===== src/rtl/uart_cfg_if.sv =====
// uart_cfg_if
//   Byte-level handshake between the system bus glue and the UART core.
//   master : bus glue side (issues tx_start/din, observes status and rx data)
//   slave  : UART core side
//   Signals:
//     tx_start, din                     transmit request and data
//     tx_busy, tx_done_tick             transmitter status
//     rx_done_tick, dout                receive completion and data
//     parity_err, frame_err             status of the last received frame
interface uart_cfg_if #(
  parameter int DBIT = 8
);
  logic            tx_start;
  logic [DBIT-1:0] din;
  logic            tx_busy;
  logic            tx_done_tick;
  logic            rx_done_tick;
  logic [DBIT-1:0] dout;
  logic            parity_err;
  logic            frame_err;

  modport master (
    output tx_start, din,
    input  tx_busy, tx_done_tick, rx_done_tick, dout, parity_err, frame_err
  );

  modport slave (
    input  tx_start, din,
    output tx_busy, tx_done_tick, rx_done_tick, dout, parity_err, frame_err
  );
endinterface


===== src/rtl/uart_cfg.sv =====
// uart_cfg
//   Full-duplex UART with a runtime baud divisor (16x oversampling),
//   configurable data width, optional parity, error flags and loopback.
//   Ports:
//     clk       system clock
//     reset_n   asynchronous reset, active low
//     dvsr      baud divisor: s_tick period = dvsr+1 clk
//     loopback  1 = internal TX stream feeds RX, tx pin held high, rx pin ignored
//     tx        serial output, idle high
//     rx        serial input (asynchronous, synchronised internally)
//     bus       byte handshake (uart_cfg_if.slave)
module uart_cfg #(
  parameter int DBIT       = 8,
  parameter int SB_TICK    = 16,
  parameter int PARITY_EN  = 0,
  parameter int PARITY_ODD = 0,
  parameter int DVSR_BIT   = 16
) (
  input  logic                clk,
  input  logic                reset_n,
  input  logic [DVSR_BIT-1:0] dvsr,
  input  logic                loopback,
  output logic                tx,
  input  logic                rx,
  uart_cfg_if.slave           bus
);

  localparam logic [4:0] TICK_MID  = 5'd7;
  localparam logic [4:0] TICK_LAST = 5'd15;
  localparam logic [4:0] STOP_LAST = 5'(SB_TICK - 1);
  localparam logic [3:0] BIT_LAST  = 4'(DBIT - 1);
  localparam logic       PAR_ON    = (PARITY_EN != 0);
  localparam logic       PAR_INV   = (PARITY_ODD != 0);

  // ---------------- baud tick generator ----------------
  logic [DVSR_BIT-1:0] baud_cnt_reg;
  logic                s_tick;

  // ">=" so that lowering dvsr below the running count ticks at once
  assign s_tick = (baud_cnt_reg >= dvsr);

  always_ff @(posedge clk or negedge reset_n) begin
    if (!reset_n)    baud_cnt_reg <= '0;
    else if (s_tick) baud_cnt_reg <= '0;
    else             baud_cnt_reg <= baud_cnt_reg + DVSR_BIT'(1);
  end

  // ---------------- rx synchroniser and line select ----------------
  logic [1:0] sync_reg;
  logic       tx_bit_reg;
  logic       rx_line;

  always_ff @(posedge clk or negedge reset_n) begin
    if (!reset_n) sync_reg <= 2'b11;
    else          sync_reg <= {sync_reg[0], rx};
  end

  assign rx_line = loopback ? tx_bit_reg : sync_reg[1];
  assign tx      = loopback ? 1'b1 : tx_bit_reg;

  // ---------------- transmitter ----------------
  typedef enum logic [2:0] {
    TX_IDLE, TX_START, TX_DATA, TX_PARITY, TX_STOP
  } tx_state_t;

  tx_state_t       tx_state_reg, tx_state_next;
  logic [4:0]      tx_s_reg, tx_s_next;
  logic [3:0]      tx_n_reg, tx_n_next;
  logic [DBIT-1:0] tx_b_reg, tx_b_next;
  logic            tx_par_reg, tx_par_next;
  logic            tx_bit_next;
  logic            tx_done;

  always_ff @(posedge clk or negedge reset_n) begin
    if (!reset_n) begin
      tx_state_reg <= TX_IDLE;
      tx_s_reg     <= '0;
      tx_n_reg     <= '0;
      tx_b_reg     <= '0;
      tx_par_reg   <= 1'b0;
      tx_bit_reg   <= 1'b1;
    end else begin
      tx_state_reg <= tx_state_next;
      tx_s_reg     <= tx_s_next;
      tx_n_reg     <= tx_n_next;
      tx_b_reg     <= tx_b_next;
      tx_par_reg   <= tx_par_next;
      tx_bit_reg   <= tx_bit_next;
    end
  end

  // The serial bit is registered: the next-state logic selects the bit
  // that belongs to the state being entered.
  always_comb begin
    tx_state_next = tx_state_reg;
    tx_s_next     = tx_s_reg;
    tx_n_next     = tx_n_reg;
    tx_b_next     = tx_b_reg;
    tx_par_next   = tx_par_reg;
    tx_bit_next   = tx_bit_reg;
    tx_done       = 1'b0;
    case (tx_state_reg)
      TX_IDLE: begin
        tx_bit_next = 1'b1;
        if (bus.tx_start) begin
          tx_state_next = TX_START;
          tx_s_next     = '0;
          tx_b_next     = bus.din;
          tx_par_next   = (^bus.din) ^ PAR_INV;
          tx_bit_next   = 1'b0;
        end
      end
      TX_START: begin
        if (s_tick) begin
          if (tx_s_reg == TICK_LAST) begin
            tx_state_next = TX_DATA;
            tx_s_next     = '0;
            tx_n_next     = '0;
            tx_bit_next   = tx_b_reg[0];
          end else begin
            tx_s_next = tx_s_reg + 5'd1;
          end
        end
      end
      TX_DATA: begin
        if (s_tick) begin
          if (tx_s_reg == TICK_LAST) begin
            tx_s_next = '0;
            tx_b_next = tx_b_reg >> 1;
            if (tx_n_reg == BIT_LAST) begin
              tx_state_next = PAR_ON ? TX_PARITY : TX_STOP;
              tx_bit_next   = PAR_ON ? tx_par_reg : 1'b1;
            end else begin
              tx_n_next   = tx_n_reg + 4'd1;
              tx_bit_next = tx_b_reg[1];
            end
          end else begin
            tx_s_next = tx_s_reg + 5'd1;
          end
        end
      end
      TX_PARITY: begin
        if (s_tick) begin
          if (tx_s_reg == TICK_LAST) begin
            tx_state_next = TX_STOP;
            tx_s_next     = '0;
            tx_bit_next   = 1'b1;
          end else begin
            tx_s_next = tx_s_reg + 5'd1;
          end
        end
      end
      TX_STOP: begin
        if (s_tick) begin
          if (tx_s_reg == STOP_LAST) begin
            tx_state_next = TX_IDLE;
            tx_done       = 1'b1;
          end else begin
            tx_s_next = tx_s_reg + 5'd1;
          end
        end
      end
      default: begin
        tx_state_next = TX_IDLE;
        tx_bit_next   = 1'b1;
      end
    endcase
  end

  assign bus.tx_busy      = (tx_state_reg != TX_IDLE);
  assign bus.tx_done_tick = tx_done;

  // ---------------- receiver ----------------
  typedef enum logic [2:0] {
    RX_IDLE, RX_START, RX_DATA, RX_PARITY, RX_STOP, RX_WAIT_HI
  } rx_state_t;

  rx_state_t       rx_state_reg, rx_state_next;
  logic [4:0]      rx_s_reg, rx_s_next;
  logic [3:0]      rx_n_reg, rx_n_next;
  logic [DBIT-1:0] rx_b_reg, rx_b_next;
  logic            rx_par_reg, rx_par_next;
  logic [DBIT-1:0] dout_reg, dout_next;
  logic            perr_reg, perr_next;
  logic            ferr_reg, ferr_next;
  logic            rx_done;

  always_ff @(posedge clk or negedge reset_n) begin
    if (!reset_n) begin
      rx_state_reg <= RX_IDLE;
      rx_s_reg     <= '0;
      rx_n_reg     <= '0;
      rx_b_reg     <= '0;
      rx_par_reg   <= 1'b0;
      dout_reg     <= '0;
      perr_reg     <= 1'b0;
      ferr_reg     <= 1'b0;
    end else begin
      rx_state_reg <= rx_state_next;
      rx_s_reg     <= rx_s_next;
      rx_n_reg     <= rx_n_next;
      rx_b_reg     <= rx_b_next;
      rx_par_reg   <= rx_par_next;
      dout_reg     <= dout_next;
      perr_reg     <= perr_next;
      ferr_reg     <= ferr_next;
    end
  end

  always_comb begin
    rx_state_next = rx_state_reg;
    rx_s_next     = rx_s_reg;
    rx_n_next     = rx_n_reg;
    rx_b_next     = rx_b_reg;
    rx_par_next   = rx_par_reg;
    dout_next     = dout_reg;
    perr_next     = perr_reg;
    ferr_next     = ferr_reg;
    rx_done       = 1'b0;
    case (rx_state_reg)
      RX_IDLE: begin
        if (!rx_line) begin
          rx_state_next = RX_START;
          rx_s_next     = '0;
        end
      end
      RX_START: begin
        if (s_tick) begin
          if (rx_s_reg == TICK_MID) begin
            // line back high at mid start bit: treat as a glitch
            if (rx_line) begin
              rx_state_next = RX_IDLE;
            end else begin
              rx_state_next = RX_DATA;
              rx_s_next     = '0;
              rx_n_next     = '0;
            end
          end else begin
            rx_s_next = rx_s_reg + 5'd1;
          end
        end
      end
      RX_DATA: begin
        if (s_tick) begin
          if (rx_s_reg == TICK_LAST) begin
            rx_s_next = '0;
            rx_b_next = {rx_line, rx_b_reg[DBIT-1:1]};
            if (rx_n_reg == BIT_LAST) rx_state_next = PAR_ON ? RX_PARITY : RX_STOP;
            else                      rx_n_next     = rx_n_reg + 4'd1;
          end else begin
            rx_s_next = rx_s_reg + 5'd1;
          end
        end
      end
      RX_PARITY: begin
        if (s_tick) begin
          if (rx_s_reg == TICK_LAST) begin
            rx_s_next     = '0;
            rx_par_next   = rx_line;
            rx_state_next = RX_STOP;
          end else begin
            rx_s_next = rx_s_reg + 5'd1;
          end
        end
      end
      RX_STOP: begin
        if (s_tick) begin
          if (rx_s_reg == STOP_LAST) begin
            rx_done   = 1'b1;
            dout_next = rx_b_reg;
            perr_next = PAR_ON & (((^rx_b_reg) ^ PAR_INV) != rx_par_reg);
            ferr_next = ~rx_line;
            // a low stop bit (framing error or break) must see the line
            // return high before another start can be detected
            rx_state_next = rx_line ? RX_IDLE : RX_WAIT_HI;
          end else begin
            rx_s_next = rx_s_reg + 5'd1;
          end
        end
      end
      RX_WAIT_HI: begin
        if (rx_line) rx_state_next = RX_IDLE;
      end
      default: rx_state_next = RX_IDLE;
    endcase
  end

  assign bus.rx_done_tick = rx_done;
  assign bus.dout         = dout_reg;
  assign bus.parity_err   = perr_reg;
  assign bus.frame_err    = ferr_reg;

endmodule


===== src/flat_wrapper.sv =====
// flat-port wrapper written by rule: the top's interface ports become plain ports
module uart_cfg_flat 
#(
  parameter int DBIT       = 8,
  parameter int SB_TICK    = 16,
  parameter int PARITY_EN  = 0,
  parameter int PARITY_ODD = 0,
  parameter int DVSR_BIT   = 16
)
  (clk, reset_n, dvsr, loopback, tx, rx, bus_tx_start, bus_din, bus_tx_busy, bus_tx_done_tick, bus_rx_done_tick, bus_dout, bus_parity_err, bus_frame_err);
  uart_cfg_if #(.DBIT(DBIT)) bus_i ();
  input  logic clk;
  input  logic reset_n;
  input  logic [DVSR_BIT-1:0] dvsr;
  input  logic loopback;
  output logic tx;
  input  logic rx;
  input wire logic [$bits(bus_i.tx_start)-1:0] bus_tx_start;
  input wire logic [$bits(bus_i.din)-1:0] bus_din;
  output wire logic [$bits(bus_i.tx_busy)-1:0] bus_tx_busy;
  output wire logic [$bits(bus_i.tx_done_tick)-1:0] bus_tx_done_tick;
  output wire logic [$bits(bus_i.rx_done_tick)-1:0] bus_rx_done_tick;
  output wire logic [$bits(bus_i.dout)-1:0] bus_dout;
  output wire logic [$bits(bus_i.parity_err)-1:0] bus_parity_err;
  output wire logic [$bits(bus_i.frame_err)-1:0] bus_frame_err;
  assign bus_i.tx_start = bus_tx_start;
  assign bus_i.din = bus_din;
  assign bus_tx_busy = bus_i.tx_busy;
  assign bus_tx_done_tick = bus_i.tx_done_tick;
  assign bus_rx_done_tick = bus_i.rx_done_tick;
  assign bus_dout = bus_i.dout;
  assign bus_parity_err = bus_i.parity_err;
  assign bus_frame_err = bus_i.frame_err;
  uart_cfg #(.DBIT(DBIT), .SB_TICK(SB_TICK), .PARITY_EN(PARITY_EN), .PARITY_ODD(PARITY_ODD), .DVSR_BIT(DVSR_BIT)) u_core (.clk(clk), .reset_n(reset_n), .dvsr(dvsr), .loopback(loopback), .tx(tx), .rx(rx), .bus(bus_i));
endmodule

===== config.mk =====
export PLATFORM = sky130hd
export DESIGN_NAME = uart_cfg_flat
export DESIGN_NICKNAME = d
export VERILOG_FILES = /design/src/rtl/uart_cfg_if.sv /design/src/rtl/uart_cfg.sv /design/src/flat_wrapper.sv
export SDC_FILE = /design/constraint.sdc
export NUM_CORES = 1
export LEC_CHECK = 0
export BUFFER_PORTS_ARGS = -buffer_cell sky130_fd_sc_hd__buf_2
export CAP_MARGIN = 30
export CORE_AREA = 3 3 86 88
export DETAILED_ROUTE_END_ITERATION = 10
export DIE_AREA = 0 0 89 91
export PLACE_DENSITY = 0.78
export SLEW_MARGIN = 15
export SYNTH_ARGS = -nofsm -noshare
export SYNTH_HDL_FRONTEND = slang
export SYNTH_SLANG_ARGS = --single-unit
export TNS_END_PERCENT = 1

===== constraint.sdc =====
create_clock -name clk -period 3.19 [get_ports clk]
set_input_delay 0.319 -clock clk [delete_from_list [all_inputs] [get_ports clk]]
set_output_delay 0.319 -clock clk [all_outputs]
set_load 0.02 [all_outputs]

==> metrics.md <==
| Metric | Value |
|---|---|
| Clk_lat worst skew | `0.35 ns` |
| Via density | `5.75` |
| Post-route ant nets | `0` |
| Die Ht | `91 µm` |
| Critical Path Sink Type | `output pin` |
| Leak | `0.00220 µW` |
| Die X | `89 µm` |
| CTS tree | `done` |
| Largest net degree at the start of global routing | `38` |
| Seq/Total Area, Yosys | `43.9%` |
| Async SR Flop Fraction | `100%` |
| Syn Nets | `439` |
| Mapped Cells | `385` |
| Final WL | `7.65 mm` |
| Initial Util | `57.8%` |
| WP data arrival | `2.69 ns` |
| Max-slew violations | `0` |
| Main combinational cell family by area after synthesis | `simple AND/OR/NAND/NOR gates` |
| Crit path launch type | `flip-flop` |
| Num CTS Buffers | `9` |
| Root buf cell | `clkbuf_8` |
| Dominant synthesized flop cell | `dfrtp_1` |
| Worst-path cell chain | `ha_1 -> a21oi_2 -> o21ai_1 -> or4_4 -> or3_4 -> nand4_4 -> inv_1 -> buf_2` |
| Initial antenna violation count | `0` |
| Register bit total from synthesis | `68` |
| Hold violation count in the final report | `0` |
| Post-synthesis mux area share | `9.22%` |
| Proportion of layout cells with a drive suffix above 1 | `23.2%` |
| Post-synth EDFFs | `0` |
| TNS Setup | `0 ns` |
| Setup violators final | `0` |
| Grt ovf | `0` |
| CP required | `2.87 ns` |
| Period minus WS final | `3.01 ns` |
| Clk slew on worst S/H paths | `0.07 ns` |
| Layout overhead on the synthesized area | `13.1%` |
| Post-detail-place hpwl | `5.60 mm` |
| RSZ-0062 raised after global routing | `no` |
| Worst Skew | `0.00963 ns` |
| H-tree depth | `3` |
| Final period utilization | `94.2%` |
| Most numerous cell in the Yosys netlist | `dfrtp_1` |
| Crit path max-delay cell type | `or4_4` |
| Core Area | `0.00672 mm²` |
| CTS Buffer Depth | `2` |
| 1st-pass router iterations | `4` |
| First-pass GRT wire length | `12.8 mm` |
| Final Cell Area | `0.00439 mm²` |
| Die area | `0.00810 mm²` |
| Hold WC Path Type | `in -> async` |
| Pre-CTS setup slack | `0.165 ns` |
| Starting DRC count in detailed routing | `221` |
| Maximum vdd ir drop | `0.327 mV` |
| Max reg flops | `16` |
| Maxcap violations | `0` |
| Warnings from Yosys | `0` |
| Synth Area in XOR/XNOR | `3.83%` |
| CP peak stage delay | `0.55 ns` |
| DR DRC count | `0` |
| Simple-gate share of the synthesized area | `17.6%` |
| Clock Sinks | `68` |
| GRT Util Overall | `20.1%` |
| Total number of vias | `2959` |
| IO buf count | `41` |
| Avg Inst Size Synth | `10.1 µm²` |
| Hold-fix buffers, CTS | `0` |
| Fmax | `333 MHz` |
| Share of the synthesized area in the top cell type | `41.9%` |
| Critical path class | `reg -> out` |
| Netlist Area Pre-Place | `0.00388 mm²` |
| Row count | `30` |
| Worst-margin pin slew | `0.795 ns` |
| Compound-Gate Fraction of Synth Area | `12.4%` |
| Cell taking the most area after synthesis | `dfrtp_1` |
| Area after DPL | `0.00417 mm²` |
| CP max FO | `10` |
| Ports | `43` |
| Post-layout util | `65.3%` |
| Max_slew headroom | `47.0%` |
| # nets final | `484` |
| Synth cell types | `62` |
| Final worst slack | `0.184 ns` |
| Synth top cells by count | `65 x dfrtp_1, 34 x nor2_1, 32 x inv_1, 27 x nand2_1, 25 x ha_1` |
| GP Congestion | `0.854` |
| Pwr dens | `418 mW/mm²` |
| Post-Synth Adder-Cell Area | `8.06%` |
| WL/cell | `14.9 µm` |
| Vias in the first global route | `2834` |
| ANT cells | `0` |
| Run status | `completed` |
| Area contributors post-synth | `dfrtp_1 42%, ha_1 8.1%, mux2_2 4.1%` |
critical path, delay by kind of cell, from the launching register on:
| kind | cells | cell delay (ns) |
|---|---|---|
| fa+ha+maj | 1 | 0.31 |
| compound gates | 2 | 0.22 |
| simple gates | 3 | 1.20 |
| flops | 1 | 0.40 |
| buf+inv | 2 | 0.20 |
cell usage in the layout (no fill, tap or decap), types with 2 or more instances in the layout:
cell	netlist	final
a22o_1	4	4
a32o_1	2	2
xor2_1	9	9
o21ai_0	6	6
o21a_1	6	6
clkbuf_8	0	10
or2_2	2	2
mux2i_1	8	8
ha_1	25	25
dfrtp_1	65	65
nor2_1	34	34
o2bb2ai_1	4	4
clkinv_2	0	3
nand3b_1	4	4
a21oi_1	9	9
nand4_1	3	3
a31oi_1	5	5
nor3_1	14	14
and3_1	4	4
buf_4	1	7
or3_1	3	2
nor2b_1	5	5
dfstp_2	3	3
and2_1	5	5
buf_2	4	41
xnor2_1	8	8
o22ai_1	7	7
mux2_4	8	8
o22a_1	6	6
nor3b_1	4	4
nand3_1	17	17
clkinv_4	0	2
nand2b_1	2	2
inv_1	32	32
mux2_2	14	14
nand2_1	27	27
layer usage:
metal	wire length [µm]	part of all wire [%]	track usage, %	up-vias
li1	-	-	-	1451
met1	3570	47	26.6	1444
met2	3730	49	32.2	58
met3	287	3.8	5.44	6
met4	61	0.80	6.20	0
met5	0	0	0	-
area by class of cell:
class | instances | area [µm²]
Fill cell | 552 | 2330
Multi-Input combinational cell | 271 | 2030
Sequential cell | 68 | 1710
Timing Repair Buffer | 48 | 258
Clock buffer | 10 | 138
Inverter | 32 | 120
Tap cell | 80 | 100
Clock inverter | 6 | 40.0
cell families (layout without fill, tap and decap cells):
| kind of cell | after synthesis | count (layout) |
|---|---|---|
| xor+xnor | 17 | 17 |
| flops | 68 | 68 |
| compound gates | 66 | 66 |
| fa+ha+maj | 25 | 25 |
| simple gates | 132 | 132 |
| buf+inv | 46 | 96 |
| mux | 30 | 30 |
| other cells | 1 | 1 |
worst paths after layout:
kind / start / to / slack (ns) / depth (start not counted)
setup reg to reg: u_core.baud_cnt_reg[13]$_DFF_PN0_ / u_core.tx_s_reg[1]$_DFFE_PN0P_ / 0.37 / 8
max in group asynchronous: reset_n / u_core.sync_reg[1]$_DFF_PN1_ / 2.22 / 2
hold / removal: reset_n / u_core.tx_b_reg[3]$_DFFE_PN0P_ / 0.05 / 1
hold reg to reg: u_core.sync_reg[0]$_DFF_PN1_ / u_core.sync_reg[1]$_DFF_PN1_ / 0.37 / 0
min in group clk: rx / u_core.sync_reg[0]$_DFF_PN1_ / 0.08 / 1
setup / recovery: u_core.baud_cnt_reg[13]$_DFF_PN0_ / bus_rx_done_tick / 0.18 / 8
power breakdown:
part	total [µW]	switching (µW)	leakage, µW	internal, µW
clock	639	337	0.0000920	301
combinational	236	127	0.00123	109
sequential	960	53.6	0.000884	907
total	1840	518	0.00220	1320
stage by stage:
stage / total power (µW) / instances / hold slack [ns]
finish: 1840 / 515 / 0.0537
global route: 1940 / 515 / 0.0467
CTS: 1850 / 515 / 0.0536
detailed placement: 1180 / 499 / 0.353
global placement: 1170 / 499 / 0.346
floorplan: 1100 / 385 / 0.0234
repair_timing:
item / 4_1_cts / 5_1_grt
setup buffers: 0 / 0
setup endpoints to repair: 1 / 1
gates resized for setup: 3 / 3
(Power assumes the default switching activity.)
